<file path="src/rtl/mem_arb_pkg.sv">
// Shared types and constants for the memory port arbiter.
// Build option: define MEM_ARB_FAIRNESS_EN to compile in the fetch starvation guard.
package mem_arb_pkg;

  localparam int unsigned WordWidth = 16;

  // Grant FSM: FREE arbitrates, HOLD_x keeps the port on x until the memory accepts.
  typedef enum logic [1:0] {
    FREE      = 2'd0,
    HOLD_PC   = 2'd1,
    HOLD_LDST = 2'd2
  } arb_state_t;

  // Which requester an in-flight read belongs to.
  typedef enum logic {
    OWN_PC   = 1'b0,
    OWN_LDST = 1'b1
  } arb_owner_t;

endpackage

</file>
<file path="src/rtl/mem_arb_starve_cnt.sv">
// Fetch starvation counter: counts load/store wins while fetch waits, saturating at
// STARVE_LIMIT. Only instantiated when MEM_ARB_FAIRNESS_EN is defined.
module mem_arb_starve_cnt
  import mem_arb_pkg::*;
#(
  parameter int unsigned STARVE_LIMIT = 4
) (
  input  logic clk,
  input  logic reset,
  input  logic i_inc,
  input  logic i_clr,
  output logic o_at_limit
);

  localparam logic [3:0] Limit = 4'(STARVE_LIMIT);

  logic [3:0] r_cnt;

  // Clear on a fetch acceptance, otherwise count ldst wins up to the limit.
  always_ff @(posedge clk or posedge reset) begin
    if (reset) begin
      r_cnt <= 4'd0;
    end else if (i_clr) begin
      r_cnt <= 4'd0;
    end else if (i_inc && (r_cnt != Limit)) begin
      r_cnt <= r_cnt + 4'd1;
    end
  end

  // Limit reached: fetch must win the next free arbitration.
  always_comb begin
    o_at_limit = (r_cnt == Limit);
  end

endmodule

</file>
<file path="src/rtl/mem_port_arbiter.sv">
// Shares one pipelined word memory port between instruction fetch and load/store.
// Load/store has fixed priority; a granted command is held until the memory accepts it.
// Read data returns to its owner two cycles after acceptance.
// Build option: MEM_ARB_FAIRNESS_EN adds a forced fetch win after STARVE_LIMIT ldst wins.
module mem_port_arbiter
  import mem_arb_pkg::*;
#(
  parameter int unsigned STARVE_LIMIT = 4
) (
  input  logic                 clk,
  input  logic                 reset,
  // Fetch port
  input  logic [WordWidth-1:0] i_pc_addr,
  input  logic                 i_pc_rd,
  output logic                 o_pc_stall,
  output logic [WordWidth-1:0] o_pc_rddata,
  output logic                 o_pc_valid,
  // Load/store port
  input  logic [WordWidth-1:0] i_ldst_addr,
  input  logic                 i_ldst_rd,
  input  logic                 i_ldst_wr,
  input  logic [WordWidth-1:0] i_ldst_wrdata,
  output logic                 o_ldst_stall,
  output logic [WordWidth-1:0] o_ldst_rddata,
  output logic                 o_ldst_valid,
  // Memory port
  output logic [WordWidth-1:0] o_mem_addr,
  output logic                 o_mem_rd,
  output logic                 o_mem_wr,
  output logic [WordWidth-1:0] o_mem_wrdata,
  input  logic [WordWidth-1:0] i_mem_rddata,
  input  logic                 i_mem_waitrequest
);

  arb_state_t           r_st;
  logic                 r_rsp_vld;
  arb_owner_t           r_rsp_own;
  logic                 r_pc_valid;
  logic                 r_ldst_valid;
  logic [WordWidth-1:0] r_pc_rddata;
  logic [WordWidth-1:0] r_ldst_rddata;

  logic w_pc_req;
  logic w_ldst_req;
  logic w_grant_pc;
  logic w_grant_ldst;
  logic w_acc_pc;
  logic w_acc_ldst;
  logic w_mem_rd;
  logic w_force_pc;
  logic w_starve_inc;

  assign w_pc_req   = i_pc_rd;
  assign w_ldst_req = i_ldst_rd | i_ldst_wr;

`ifdef MEM_ARB_FAIRNESS_EN
  assign w_starve_inc = w_pc_req & w_acc_ldst;

  mem_arb_starve_cnt #(
    .STARVE_LIMIT(STARVE_LIMIT)
  ) u_starve_cnt (
    .clk       (clk),
    .reset     (reset),
    .i_inc     (w_starve_inc),
    .i_clr     (w_acc_pc),
    .o_at_limit(w_force_pc)
  );
`else
  // Strict ldst priority: the limit has no effect in this build.
  logic w_unused_limit;
  assign w_unused_limit = (STARVE_LIMIT != 0);
  assign w_starve_inc   = 1'b0;
  assign w_force_pc     = 1'b0;
`endif

  // Grant decision: nothing is granted while reset is asserted.
  always_comb begin
    w_grant_pc   = 1'b0;
    w_grant_ldst = 1'b0;
    if (!reset) begin
      unique case (r_st)
        FREE: begin
          if (w_ldst_req && !(w_force_pc && w_pc_req)) begin
            w_grant_ldst = 1'b1;
          end else if (w_pc_req) begin
            w_grant_pc = 1'b1;
          end
        end
        HOLD_PC:   w_grant_pc   = 1'b1;
        HOLD_LDST: w_grant_ldst = 1'b1;
        default: ;
      endcase
    end
  end

  // Memory command, acceptance and per-port stall.
  always_comb begin
    w_acc_pc     = w_grant_pc & ~i_mem_waitrequest;
    w_acc_ldst   = w_grant_ldst & ~i_mem_waitrequest;
    // Rd and wr together on ldst is a store; the read half is dropped.
    w_mem_rd     = w_grant_pc | (w_grant_ldst & i_ldst_rd & ~i_ldst_wr);
    o_mem_rd     = w_mem_rd;
    o_mem_wr     = w_grant_ldst & i_ldst_wr;
    o_mem_addr   = w_grant_ldst ? i_ldst_addr : i_pc_addr;
    o_mem_wrdata = i_ldst_wrdata;
    o_pc_stall   = w_pc_req & ~w_acc_pc;
    o_ldst_stall = w_ldst_req & ~w_acc_ldst;
  end

  // Grant FSM: lock onto the winner while the memory pushes back.
  always_ff @(posedge clk or posedge reset) begin
    if (reset) begin
      r_st <= FREE;
    end else if (w_grant_pc && i_mem_waitrequest) begin
      r_st <= HOLD_PC;
    end else if (w_grant_ldst && i_mem_waitrequest) begin
      r_st <= HOLD_LDST;
    end else begin
      r_st <= FREE;
    end
  end

  // Response pipe stage 1: remember who owns the read accepted this cycle.
  always_ff @(posedge clk or posedge reset) begin
    if (reset) begin
      r_rsp_vld <= 1'b0;
      r_rsp_own <= OWN_PC;
    end else begin
      r_rsp_vld <= w_mem_rd & ~i_mem_waitrequest;
      r_rsp_own <= w_grant_ldst ? OWN_LDST : OWN_PC;
    end
  end

  // Response pipe stage 2: steer returning data to its owner, pulse valid once.
  always_ff @(posedge clk or posedge reset) begin
    if (reset) begin
      r_pc_valid    <= 1'b0;
      r_ldst_valid  <= 1'b0;
      r_pc_rddata   <= '0;
      r_ldst_rddata <= '0;
    end else begin
      r_pc_valid   <= r_rsp_vld && (r_rsp_own == OWN_PC);
      r_ldst_valid <= r_rsp_vld && (r_rsp_own == OWN_LDST);
      if (r_rsp_vld && (r_rsp_own == OWN_PC)) begin
        r_pc_rddata <= i_mem_rddata;
      end
      if (r_rsp_vld && (r_rsp_own == OWN_LDST)) begin
        r_ldst_rddata <= i_mem_rddata;
      end
    end
  end

  assign o_pc_valid    = r_pc_valid;
  assign o_pc_rddata   = r_pc_rddata;
  assign o_ldst_valid  = r_ldst_valid;
  assign o_ldst_rddata = r_ldst_rddata;

endmodule

</file>
<file path="config.mk">
export PLATFORM = sky130hd
export DESIGN_NAME = mem_port_arbiter
export DESIGN_NICKNAME = d
export VERILOG_FILES = /design/src/rtl/mem_arb_pkg.sv /design/src/rtl/mem_arb_starve_cnt.sv /design/src/rtl/mem_port_arbiter.sv
export SDC_FILE = /design/constraint.sdc
export NUM_CORES = 1
export LEC_CHECK = 0
export CORE_AREA = 2 2 77 79
export CTS_CLUSTER_SIZE = 10
export DETAILED_ROUTE_END_ITERATION = 6
export DIE_AREA = 0 0 79 81
export PLACE_DENSITY_LB_ADDON = 0.05
export SLEW_MARGIN = 20
export SYNTH_ARGS = -nofsm -noshare
export SYNTH_HDL_FRONTEND = slang
export SYNTH_SLANG_ARGS = --single-unit
</file>
<file path="constraint.sdc">
create_clock -name clk -period 2.4 [get_ports clk]
set_input_delay 0.48 -clock clk [delete_from_list [all_inputs] [get_ports clk]]
set_output_delay 0.48 -clock clk [all_outputs]
set_load 0.01 [all_outputs]
</file>
==> results.json <==
{
  "status": "finished, final reports clean",
  "period_share_pct": 97.04,
  "h-tree-depth": 2,
  "min-delay-path-class": "flop to flop",
  "fillers": 515,
  "powerDensity_nw_per_um2": 706.7,
  "drt-total-wl_mm": 4.826,
  "core-area_um2": 5675,
  "clkTransAtPathRegs_ns": 0.08,
  "fin_crit_ns": 2.329,
  "portBuffers": 107,
  "netlist_area_um2": 1828,
  "antenna_found_initial": 0,
  "grt_use_met1_pct": 17.50,
  "layoutNonFillerInstCount": 307,
  "clkLatencyLatePin_ns": 0.28,
  "gp_congestion": 0.7714,
  "cts_tree": "done",
  "ff_latch_area_um2": 953.4,
  "layout_setup_ws_ns": 0.07097,
  "slew_viol_final": 0,
  "top_usage_layer": "met2",
  "antenna_cells": 0,
  "die-area_um2": 6399,
  "first_global_vias": 1461,
  "start_util_pct": 32.21,
  "cpMostUsedCell": "dlygate4sd2_1",
  "die_width_um": 79,
  "cp.required_ns": 1.92,
  "gr-total-overflow": 0,
  "cts_sinks": 38,
  "dp_cells": 296,
  "syn_to_final_growth_pct": 65.23,
  "row_count": 28,
  "critPathMaxFanout": 9,
  "yosysSeqAreaShare_pct": 52.02,
  "grt_util_met2_pct": 26.02,
  "io_pins": 140,
  "via_count": 1388,
  "ir_drop_uv": 299.0,
  "critical_path.top_delay_family": "buffers and inverters",
  "rsz0062_at_grt": "no",
  "setup_violations": 0,
  "critPathLaunchType": "primary input",
  "grt_pass1_wl_mm": 7.341,
  "relSlewSlack_pct": 48.11,
  "critPathKind": "primary input to output pin",
  "critPathBufInv": 4,
  "fin_skew_ns": 0.002959,
  "wl_per_cell_um": 15.72,
  "firstDrtPassIters": 3,
  "cts_made_buffers": 5,
  "endpoint_kind": "output pin",
  "drc": 0,
  "synth_cells": 128,
  "via_per_inst": 4.521,
  "hold_violations": 0,
  "dp_hpwl_mm": 3.776,
  "antenna_left": 0,
  "synth.ff_latch_count": 38,
  "max_freq_mhz": 429.4,
  "dp_slack_ns": -0.3636,
  "grtUsageMet3_pct": 3.556,
  "p_leak_uw": 0.001289,
  "synth_nets": 198,
  "drive_gt1_share_pct": 32.33,
  "critPathMaxStageDelay_ns": 0.33,
  "postLayoutCoreUtil_pct": 53.22,
  "grt.total_usage_pct": 14.90,
  "yosysWarnings": 0,
  "critPathSlowestCell": "mux2_2",
  "worstMarginPinSlew_ns": 0.7765,
  "cts_buffer_depth": 2,
  "grt_max_degree": 23,
  "initialDrtViolationCount": 25,
  "syn-mean-instance-area_um2": 14.28,
  "die_h_um": 81,
  "multi_input_area_um2": 705.7,
  "crit_arrival_ns": 1.85,
  "root_buffer": "clkbuf_8",
  "maxCapViolCount": 0,
  "num-nets-final": 301,
  "cp_cell_sequence": "dlygate4sd2_1 -> nor3_4 -> buf_4 -> buf_12 -> mux2_2 -> dlygate4sd2_1",
  "synth_cell_types": 22
}
## path summary, 6_finish.rpt
path                       cells past startpoint                       endpoint  slack (ns)                       start
hold reg to reg                                1     o_pc_rddata[0]$_DFFE_PP0P_        0.51  o_pc_rddata[0]$_DFFE_PP0P_
setup / recovery                               6                  o_mem_addr[5]        0.07                       reset
max in group asynchronous                      4              r_st[0]$_DFF_PP0_        1.57                       reset
setup reg to reg                               3     o_pc_rddata[2]$_DFFE_PP0P_        0.82         r_rsp_own$_DFF_PP0_
min in group asynchronous                      4  o_ldst_rddata[10]$_DFFE_PP0P_        0.57                       reset
hold / removal                                 1     o_pc_rddata[0]$_DFFE_PP0P_        0.51  o_pc_rddata[0]$_DFFE_PP0P_
## cell usage after synthesis
| master | count | share of area [%] |
|---|---|---|
| mux2_2 | 40 | 25 |
| dfrtp_1 | 38 | 52 |
| buf_4 | 16 | 6.6 |
| mux2_4 | 8 | 6.6 |
| buf_2 | 3 | 0.82 |
| nor2_1 | 3 | 0.62 |
| a21oi_1 | 2 | 0.55 |
| buf_6 | 2 | 1.2 |
| inv_1 | 2 | 0.41 |
| nor2b_1 | 2 | 0.68 |
| a211oi_1 | 1 | 0.41 |
| and2_1 | 1 | 0.34 |
| buf_8 | 1 | 0.82 |
| nand2_1 | 1 | 0.21 |
| nor3_1 | 1 | 0.27 |
| nor3_2 | 1 | 0.55 |
| nor3_4 | 1 | 0.89 |
| nor3b_1 | 1 | 0.41 |
| nor4b_1 | 1 | 0.48 |
| o21bai_1 | 1 | 0.41 |
| o41a_1 | 1 | 0.62 |
| or3b_2 | 1 | 0.48 |
## what timing repair did
| action | CTS | global route |
|---|---|---|
| hold buffers | 0 | 0 |
| gates cloned | 1 | 0 |
| resized for setup | 27 | 7 |
| pin swaps | 1 | 2 |
| buffers inserted | 1 | 1 |
| setup endpoints to repair | 19 | 16 |
## state kept, by name (all words and copies together) (netlist names)
signal         count
o_ldst_rddata     16
o_pc_rddata       16
r_st               2
o_ldst_valid       1
o_pc_valid         1
r_rsp_own          1
r_rsp_vld          1
## power by group
group	switching (uW)	leakage (uW)	internal, uW
clock	226	0.0000472	231
combinational	266	0.000786	533
sequential	80.2	0.000456	798
## layout by cell type (no fill, tap or decap), drive strengths merged
cell type       n
o21bai          1
mux2           48
and2            1
clkdlybuf4s50  86
clkinv          1
bufbuf          1
a211oi          1
nor2b           2
o41a            1
dlygate4sd2    13
a21oi           2
dfrtp          38
nor3b           1
clkbuf          8
buf            10
nor4b           1
clkdlybuf4s15   6
clkinvlp        1
nor2            3
or3b            1
inv             2
nor3            3
nand2           1
## cell type report
| type | count | area share [%] |
|---|---|---|
| timing repair buffer | 118 | 38.57 |
| sequential | 38 | 31.57 |
| multi-input combinational | 66 | 23.36 |
| tap | 75 | 3.107 |
| clock buffer | 6 | 2.734 |
| clock inverter | 2 | 0.4142 |
| inverter | 2 | 0.2485 |
## layer usage
metal | part of all wire, % | wire length, um
met1 | 37 | 1791
met2 | 55 | 2636
met3 | 5.7 | 274
met4 | 2.6 | 124
met5 | 0 | 0
## metrics by stage
stage / power, uW / area, um2 / hold WS, ns / TNS, ns
after detailed placement: 1708 / 2895 / 0.4950 / -5.818
after CTS: 2164 / 3012 / 0.5129 / 0
final: 2135 / 3020 / 0.5103 / 0
after floorplan: 1218 / 1828 / 0.4681 / 0
after global routing: 2261 / 3020 / 0.5220 / 0
after global placement: 1685 / 2895 / 0.4868 / -5.055
## kinds of logic after synthesis
family	Yosys count	share of synthesized area, %
AO/OA/AOI/OAI	5	1.985
buffers and inverters	24	9.856
flip-flops	38	52.02
multiplexers	48	31.21
AND/OR/NAND/NOR	13	4.928
No activity file was read; power rests on OpenSTA's default activity.
